`config.mk`:
```
export PLATFORM = sky130hd
export DESIGN_NAME = ram4k_bist
export DESIGN_NICKNAME = d
export VERILOG_FILES = /design/src/rtl/ram4k_bist.sv
export SDC_FILE = /design/constraint.sdc
export NUM_CORES = 1
export LEC_CHECK = 0
export CORE_AREA = 2 2 88 98
export DETAILED_ROUTE_END_ITERATION = 6
export DIE_AREA = 0 0 90 100
export PLACE_DENSITY = 0.74
export SETUP_SLACK_MARGIN = 0.05
export SYNTH_ARGS = -nofsm -noshare
export SYNTH_HDL_FRONTEND = slang
export SYNTH_SLANG_ARGS = --single-unit
```
`constraint.sdc`:
```
create_clock -name clk -period 2 [get_ports clk]
set_input_delay 0.4 -clock clk [delete_from_list [all_inputs] [get_ports clk]]
set_output_delay 0.4 -clock clk [all_outputs]
set_load 0.05 [all_outputs]
```
`src/rtl/ram4k_bist.sv`:
```
// Built-in self-test initiator for a 4K x 8 synchronous RAM: writes addr^SEED everywhere,
// reads it all back through a one-stage compare pipeline and reports pass, error count and first failure.
module ram4k_bist #(
    parameter int              AW   = 12,
    parameter int              DW   = 8,
    parameter logic [DW-1:0]   SEED = 8'hA5
) (
    input  logic              clk,
    input  logic              rst_n,
    input  logic              start,
    output logic              mem_we,
    output logic [AW-1:0]     mem_addr,
    output logic [DW-1:0]     mem_din,
    input  logic [DW-1:0]     mem_dout,
    output logic              busy,
    output logic              done,
    output logic              pass,
    output logic [AW:0]       err_count,
    output logic [AW-1:0]     first_err_addr,
    output logic [DW-1:0]     first_err_data
);

    localparam logic [AW-1:0] ADDR_LAST = {AW{1'b1}};
    localparam logic [AW-1:0] ADDR_ONE  = {{(AW-1){1'b0}}, 1'b1};
    localparam logic [AW:0]   ERR_MAX   = {(AW+1){1'b1}};
    localparam logic [AW:0]   ERR_ONE   = {{AW{1'b0}}, 1'b1};

    typedef enum logic [2:0] {
        S_IDLE  = 3'd0,
        S_WRITE = 3'd1,
        S_READ  = 3'd2,
        S_DRAIN = 3'd3,
        S_DONE  = 3'd4
    } state_t;

    function automatic logic [DW-1:0] pattern(input logic [AW-1:0] a);
        return a[DW-1:0] ^ SEED;
    endfunction

    state_t          state_r;
    logic            cmp_valid_r;
    logic [AW-1:0]   cmp_addr_r;
    logic [DW-1:0]   cmp_exp_r;
    logic            mismatch_s;

    // The compare stage holds the address read one cycle earlier; mem_dout now carries its data.
    assign mismatch_s = cmp_valid_r && (mem_dout != cmp_exp_r);

    // Test sequencer, compare pipeline and result registers.
    always_ff @(posedge clk or negedge rst_n) begin
        if (!rst_n) begin
            state_r        <= S_IDLE;
            mem_we         <= 1'b0;
            mem_addr       <= {AW{1'b0}};
            mem_din        <= {DW{1'b0}};
            busy           <= 1'b0;
            done           <= 1'b0;
            pass           <= 1'b0;
            err_count      <= {(AW+1){1'b0}};
            first_err_addr <= {AW{1'b0}};
            first_err_data <= {DW{1'b0}};
            cmp_valid_r    <= 1'b0;
            cmp_addr_r     <= {AW{1'b0}};
            cmp_exp_r      <= {DW{1'b0}};
        end else begin
            if (mismatch_s) begin
                if (err_count != ERR_MAX) begin
                    err_count <= err_count + ERR_ONE;
                end else begin
                    err_count <= err_count;
                end
                if (err_count == {(AW+1){1'b0}}) begin
                    first_err_addr <= cmp_addr_r;
                    first_err_data <= mem_dout;
                end else begin
                    first_err_addr <= first_err_addr;
                end
            end else begin
                err_count <= err_count;
            end

            case (state_r)
                S_IDLE, S_DONE: begin
                    if (start) begin
                        state_r        <= S_WRITE;
                        mem_we         <= 1'b1;
                        mem_addr       <= {AW{1'b0}};
                        mem_din        <= pattern({AW{1'b0}});
                        busy           <= 1'b1;
                        done           <= 1'b0;
                        pass           <= 1'b0;
                        err_count      <= {(AW+1){1'b0}};
                        first_err_addr <= {AW{1'b0}};
                        first_err_data <= {DW{1'b0}};
                    end else begin
                        state_r <= state_r;
                    end
                end
                S_WRITE: begin
                    if (mem_addr == ADDR_LAST) begin
                        state_r  <= S_READ;
                        mem_we   <= 1'b0;
                        mem_addr <= {AW{1'b0}};
                        mem_din  <= {DW{1'b0}};
                    end else begin
                        mem_addr <= mem_addr + ADDR_ONE;
                        mem_din  <= pattern(mem_addr + ADDR_ONE);
                    end
                end
                S_READ: begin
                    cmp_valid_r <= 1'b1;
                    cmp_addr_r  <= mem_addr;
                    cmp_exp_r   <= pattern(mem_addr);
                    if (mem_addr == ADDR_LAST) begin
                        state_r  <= S_DRAIN;
                        mem_addr <= {AW{1'b0}};
                    end else begin
                        mem_addr <= mem_addr + ADDR_ONE;
                    end
                end
                S_DRAIN: begin
                    // The final compare lands this cycle, so fold it into pass directly.
                    cmp_valid_r <= 1'b0;
                    state_r     <= S_DONE;
                    busy        <= 1'b0;
                    done        <= 1'b1;
                    pass        <= (err_count == {(AW+1){1'b0}}) && !mismatch_s;
                end
                default: begin
                    state_r     <= S_IDLE;
                    mem_we      <= 1'b0;
                    busy        <= 1'b0;
                    cmp_valid_r <= 1'b0;
                end
            endcase
        end
    end

endmodule

```
==> results.toml, run 1 <==
[floorplan]
die_height_um = 100
num_rows = 35
initial_core_util_pct = 45.04
die_w_um = 90
num_io_pins = 68
dieArea_um2 = 9000
coreArea_um2 = 8145

[global_route]
antenna_found_initial = 0
grt_pass1_wl_um = 14880
grt_start_max_net_pins = 47
global_route.overflow_total = 0
grt_pass1_vias = 3043
grt_use_total_pct = 20.61

[layout]
final_core_utilization_pct = 58.79
n_antenna_cell = 0
finish.net_count = 460
layoutNonFillerInstCount = 562
nFillCells = 729
multi_input_combinational_cell_area_um2 = 1657
flow.area_growth_from_synthesis_pct = 30.53
final_layout_size_suffix_gt1_share_pct = 19.73
seqCellArea_um2 = 1939

[routing]
route.detailed.drc = 0
met2RoutedLength_um = 4274
top_layer = "met4"
drt_iter0_drc = 206
vias_per_cell = 5.436
post_drt_wl_per_cell_um = 15.71
detailroute.via_count = 3055
routed_antenna_nets = 0
route.met3.wl_um = 390
drt_first_pass_iters = 7
finalWirelength_um = 8829
wirelength_met1_um = 4050

[clock_network]
cts-htree-levels = 3
clk_path_buf_depth = 2
clkLatencyLatePin_ns = 0.34
cts_root_buffer = "sky130_fd_sc_hd__clkbuf_8"
clkTransAtPathRegs_ns = 0.08
tritoncts_num_sinks = 77
tritoncts.num_buffers = 9
tritoncts_clock_tree = "yes"

[sta]
report.final.hold_viol_count = 0
maxClockFrequency_mhz = 529.7
final.min_clock_period_ns = 1.888
unrepaired_setup_endpoints_after_global_routing = "true"
fin_tns_setup_ns = 0
final-max-slew-violation-count = 0
ratio_of_final_minimum_period_to_clock_period_pct = 94.39
finalSetupViolations = 0
slew_headroom_pct = 57.64
hold_slack_ns = 0.01982
finalWorstSetupSlack_ns = 0.1122
worst_pin_slew_ns = 0.6342
final.setup_skew_ns = 0.01113

[synth]
synth_edf_count = 0
synth_top_area_share_pct = 52.52
asyncSetResetFlopFracSynth_pct = 100.0
post_synth_inst_count = 375
yosys_most_used_dff = "sky130_fd_sc_hd__dfrtp_1"
synth_area_leaders = "sky130_fd_sc_hd__dfrtp_1 53%, sky130_fd_sc_hd__o21ai_0 6.3%, sky130_fd_sc_hd__nand2_1 5.5%"
netlist_area_um2 = 3669
synth_largest_area_cell = "sky130_fd_sc_hd__dfrtp_1"
avgSynthCellArea_um2 = 9.783
seq_area_frac_synth_pct = 52.52
ys_top_cells_by_count = "77 x sky130_fd_sc_hd__dfrtp_1, 54 x sky130_fd_sc_hd__nand2_1, 46 x sky130_fd_sc_hd__o21ai_0"
yosysUniqueCellTypes = 51
syn_nets = 389
synthMostInstantiatedCell = "sky130_fd_sc_hd__dfrtp_1"
yosys_register_bits = 77
synth-warning-count = 0

[worst_hold_path]
type_of_the_tightest_min_delay_check = "in -> async"

[placed_design]
placed_cells_incl_taps = 546
detailedPlacementHpwl_um = 6176
portBuffers = 67
final_gp_congestion = 0.8363
post-place-ws_ns = -0.1645

[critical_path]
critPathTopFamily = "buffers and inverters"
crit_path_top_delay_cell = "sky130_fd_sc_hd__clkdlybuf4s50_1"
timing_worst_setup_path_type = "reg -> out"
worst_ep_arrival_time_ns = 1.49
cpPeakStageDelay_ns = 0.80
timing.critical_path.cells = "clkdlybuf4s50_1"
worstPathRequired_ns = 1.60
crit_buf_inv = 1
crit_path_start_kind = "flip-flop"
critical_path.max_fanout = 2
end_kind = "primary output"

[flow_run]
maxCapViolCount = 0

[power]
worst_ir_drop_vdd_mv = 1.159
cellLeakagePower_nw = 2.415
power.density_nw_per_um2 = 961.5

[run_status]
outcome = "complete, no violations"
==> metal layers <==
metal	track usage, %	vias to the layer above
li1	-	1488
met1	27.29	1476
met2	33.72	81
met3	4.354	10
met4	7.811	0
met5	0	-
==> flip-flops by register name (all words and copies together), names as in the netlist, 3 cells and up <==
register and count:
first_err_data 8, state_r 3, cmp_addr_r 12, err_count 13
cmp_exp_r 4, mem_addr 12, mem_din 8, first_err_addr 12
==> area by class of cell <==
class | count | share of cell area, %
clock inverter | 5 | 1.254
sequential | 77 | 40.50
tap | 111 | 2.900
inverter | 6 | 0.4703
multi-input combinational | 268 | 34.60
timing repair buffer | 84 | 17.32
clock buffer | 11 | 2.953
==> logic make-up (layout without fill, tap and decap cells) <==
family,Yosys count,count (layout),share of synthesized area [%]
compound gates,91,91,14.90
simple gates,146,146,20.40
flops,77,77,52.52
buf+inv,30,106,3.683
xor+xnor,16,16,3.820
fa+ha+maj,3,3,1.023
mux,12,12,3.649
==> worst paths after layout <==
check                                   startpoint                  to  slack (ns)  cells after the start
worst max-delay path            first_err_addr[10]  first_err_addr[10]        0.11                      1
worst min-delay path                         rst_n   first_err_data[3]        0.02                      1
worst max register to register        err_count[0]       err_count[11]        0.18                      6
worst min register to register                done                done        0.48                      2
max in group asynchronous                    rst_n         mem_addr[6]        1.37                      2
min in group clk                              done                done        0.48                      2
==> cell usage in the layout, fill, tap and decap left out, types with 3 or more instances in the layout <==
cell type                         Yosys  routed
sky130_fd_sc_hd__dfrtp_1             77      67
sky130_fd_sc_hd__nand2_1             54      54
sky130_fd_sc_hd__o21ai_0             46      46
sky130_fd_sc_hd__buf_4                0      36
sky130_fd_sc_hd__nand3_1             30      30
sky130_fd_sc_hd__dlymetal6s2s_1       0      23
sky130_fd_sc_hd__nor2_1              19      19
sky130_fd_sc_hd__clkdlybuf4s50_1      0      15
sky130_fd_sc_hd__mux2_2              11      11
sky130_fd_sc_hd__xnor2_1             10      10
sky130_fd_sc_hd__nand4_1             10      10
sky130_fd_sc_hd__a21oi_1             11      10
sky130_fd_sc_hd__clkbuf_8             0      10
sky130_fd_sc_hd__dfrtp_2              0      10
sky130_fd_sc_hd__a31oi_1              7       7
sky130_fd_sc_hd__dlygate4sd2_1        0       7
sky130_fd_sc_hd__inv_1                6       6
sky130_fd_sc_hd__xor2_1               6       6
sky130_fd_sc_hd__o31ai_1              5       5
sky130_fd_sc_hd__and4_1               4       4
sky130_fd_sc_hd__o22ai_1              4       4
sky130_fd_sc_hd__clkinvlp_4           0       4
sky130_fd_sc_hd__and3_1               3       3
sky130_fd_sc_hd__or4_1                3       3
sky130_fd_sc_hd__or3_1                3       3
sky130_fd_sc_hd__nor4_1               3       3
sky130_fd_sc_hd__buf_12               0       3
==> repair_timing <==
action,4_1_cts,5_1_grt
endpoints found under the setup margin,7,51
hold buffers,0,0
buffers inserted,0,0
resized for setup,7,27
==> report_power, final <==
group	internal, mW	switching, mW
logic	0.496	0.960
registers	1.74	0.224
clock network	0.611	0.577
total	2.84	1.76
==> stage by stage <==
| stage | power, mW | cell area (µm²) |
|---|---|---|
| 5_1_grt | 4.823 | 4788 |
| 3_3_place_gp | 3.422 | 4517 |
| 2_1_floorplan | 2.935 | 3715 |
| 3_5_place_dp | 3.449 | 4517 |
| 6_report | 4.604 | 4788 |
| 4_1_cts | 4.641 | 4710 |
Power figures use the tool's default switching activity.
==> run 2, diff against run 1 <==
- SLEW_MARGIN: unset -> 20
==> results of run 2 <==
Same layout as run 1: the final DEF is identical, and so are final timing and power.
==> run 3, diff against run 2 <==
- CORE_AREA: 2 2 88 98 -> 2 2 84 102
- DIE_AREA: 0 0 90 100 -> 0 0 86 104
- PLACE_DENSITY: 0.74 -> 0.75
==> results.toml, run 3 (synthesized netlist as in run 1, its figures left out) <==
[global_route]
grt_pass1_wl_um = 14810
busiest_layer = "met2"
grtUsageMet3_pct = 3.254
grt_pass1_vias = 3064
grt_util_met2_pct = 32.67
grt_use_met1_pct = 27.54
global_route.overflow_total = 0
grt_use_total_pct = 20.63
grt_start_max_net_pins = 50
antenna_found_initial = 0

[critical_path]
critical_path_cell_count = 1
critical_path.max_fanout = 2
timing.critical_path.cells = "clkdlybuf4s50_1"
crit_path_top_delay_cell = "sky130_fd_sc_hd__clkdlybuf4s50_1"
r2r_setup_slack_ns = 0.18
reg2reg_depth = 6
worstPathRequired_ns = 1.60
worst_ep_arrival_time_ns = 1.51
worstReg2RegEnd = "first_err_addr[2]"
cpPeakStageDelay_ns = 0.81
critPathCapture = "mem_din[4]"
critical_path.startpoint = "mem_din[4]"
end_kind = "primary output"
timing_worst_setup_path_type = "reg -> out"
critPathTopFamily = "buffers and inverters"
crit_buf_inv = 1
crit_path_start_kind = "flip-flop"
crit-reg2reg-launch = "err_count[8]"

[sta]
ratio_of_final_minimum_period_to_clock_period_pct = 95.26
final-max-slew-violation-count = 0
slew_headroom_pct = 62.74
worst_pin_slew_ns = 0.5580
unrepaired_setup_endpoints_after_global_routing = "true"
maxClockFrequency_mhz = 524.9
final.setup_skew_ns = 0.01319
finalSetupViolations = 0
finalWorstSetupSlack_ns = 0.09486
final.min_clock_period_ns = 1.905
report.final.hold_viol_count = 0

[power]
total_power_consumption_of_the_routed_design_mw = 4.788
power.density_nw_per_um2 = 997.9
cellLeakagePower_nw = 2.364
worst_ir_drop_vdd_mv = 0.8605

[floorplan]
num_rows = 36
die_w_um = 86
initial_core_util_pct = 46.01
num_io_pins = 68
die_height_um = 104
coreArea_um2 = 7973
dieArea_um2 = 8944

[layout]
nFillCells = 689
most_common_library_cell_in_the_layout_ignoring_fill_and_taps = "sky130_fd_sc_hd__dfrtp_1"
final_layout_size_suffix_gt1_share_pct = 20.26
largest_register_ffs = 13
n_antenna_cell = 0
multi_input_combinational_cell_area_um2 = 1654
largest_register = "err_count"
final_cell_mix = "67 x sky130_fd_sc_hd__dfrtp_1, 54 x sky130_fd_sc_hd__nand2_1, 46 x sky130_fd_sc_hd__o21ai_0, 41 x sky130_fd_sc_hd__buf_4, 30 x sky130_fd_sc_hd__nand3_1"
seqCellArea_um2 = 1939
final_cell_area_um2 = 4798
flow.area_growth_from_synthesis_pct = 30.80
finish.net_count = 463

[clock_network]
tritoncts.num_buffers = 9
tritoncts_num_sinks = 77
cts-htree-levels = 3
clkLatencyLatePin_ns = 0.35
postCtsSetupBuffers = 0
cts_root_buffer = "sky130_fd_sc_hd__clkbuf_8"
clkTransAtPathRegs_ns = 0.07
tritoncts_clock_tree = "yes"
clk_path_buf_depth = 2

[placed_design]
detailedPlacementHpwl_um = 6263
post-place-ws_ns = -0.1810
placed_cell_area_um2 = 4504
final_gp_congestion = 0.8936
portBuffers = 67

[flow_run]
maxCapViolCount = 0

[worst_hold_path]
type_of_the_tightest_min_delay_check = "reg -> reg"

[routing]
vias_per_cell = 5.610
detailroute.via_count = 3080
finalWirelength_um = 8806
drt_iter0_drc = 185
routed_antenna_nets = 0
route.detailed.drc = 0
drt_first_pass_iters = 4
post_drt_wl_per_cell_um = 16.04

[run_status]
outcome = "complete, no violations"
run 3: cell types whose count changed in the layout (fill, tap and decap cells not counted), sizes merged:
cell,delta
bufinv,+2
dlygate4sd3,+1
clkdlybuf4s50,+6
buf,+5
clkinv,+2
clkinvlp,-4
dlygate4sd2,-2
dlymetal6s2s,-7
run 3: worst min path at each step:
stage	from	endpoint	slack, ns	cells past startpoint
after floorplan	rst_n	busy	0.10	0
after global placement	rst_n	cmp_addr_r[10]	0.34	1
after detailed placement	rst_n	cmp_addr_r[10]	0.35	1
after CTS	cmp_addr_r[0]	cmp_addr_r[0]	0.49	2
after global routing	cmp_addr_r[0]	cmp_addr_r[0]	0.50	2
final	cmp_addr_r[0]	cmp_addr_r[0]	0.48	2
run 3: report_power, final:
part	total [mW]	switching, mW	internal (mW)
clock network	1.37	0.545	0.826
logic	1.45	0.951	0.494
registers	1.97	0.236	1.74
total	4.79	1.73	3.06
run 3: final cells by class:
class / instances / area share [%]
clock buffers: 11 / 2.738
flip-flops and latches: 77 / 40.42
inverters: 6 / 0.4694
repair buffers: 87 / 17.34
clock inverters: 5 / 2.086
multi-input cells: 268 / 34.47
well taps: 95 / 2.477
run 3: worst min-delay path: cells and delay by family, from the launching register on:
kind	cells	cell delay (ns)
AND/OR/NAND/NOR	1	0.05
flip-flops	1	0.34
AO/OA/AOI/OAI	1	0.06
run 3: repair_timing:
action | CTS | global route
resized for setup | 5 | 19
pin swaps | 0 | 1
setup endpoints to repair | 5 | 40
hold endpoints to repair | 28 | 0
hold buffers | 1 | 0
run 3: per-stage QoR:
stage | cells | hold slack (ns) | setup TNS, ns | util [%]
final | 549 | 0.4801 | 0 | 60.19
after global routing | 549 | 0.4989 | 0 | 60.19
after CTS | 549 | 0.4861 | 0 | 59.45
after detailed placement | 532 | 0.3519 | -1.226 | 56.50
after global placement | 532 | 0.3428 | -1.015 | 56.50
after floorplan | 375 | 0.1044 | -0.06291 | -
run 3: metal layers:
metal / wire length, µm / up-vias
li1: - / 1488
met1: 3942 / 1518
met2: 4431 / 61
met3: 269 / 13
met4: 163 / 0
met5: 0 / -
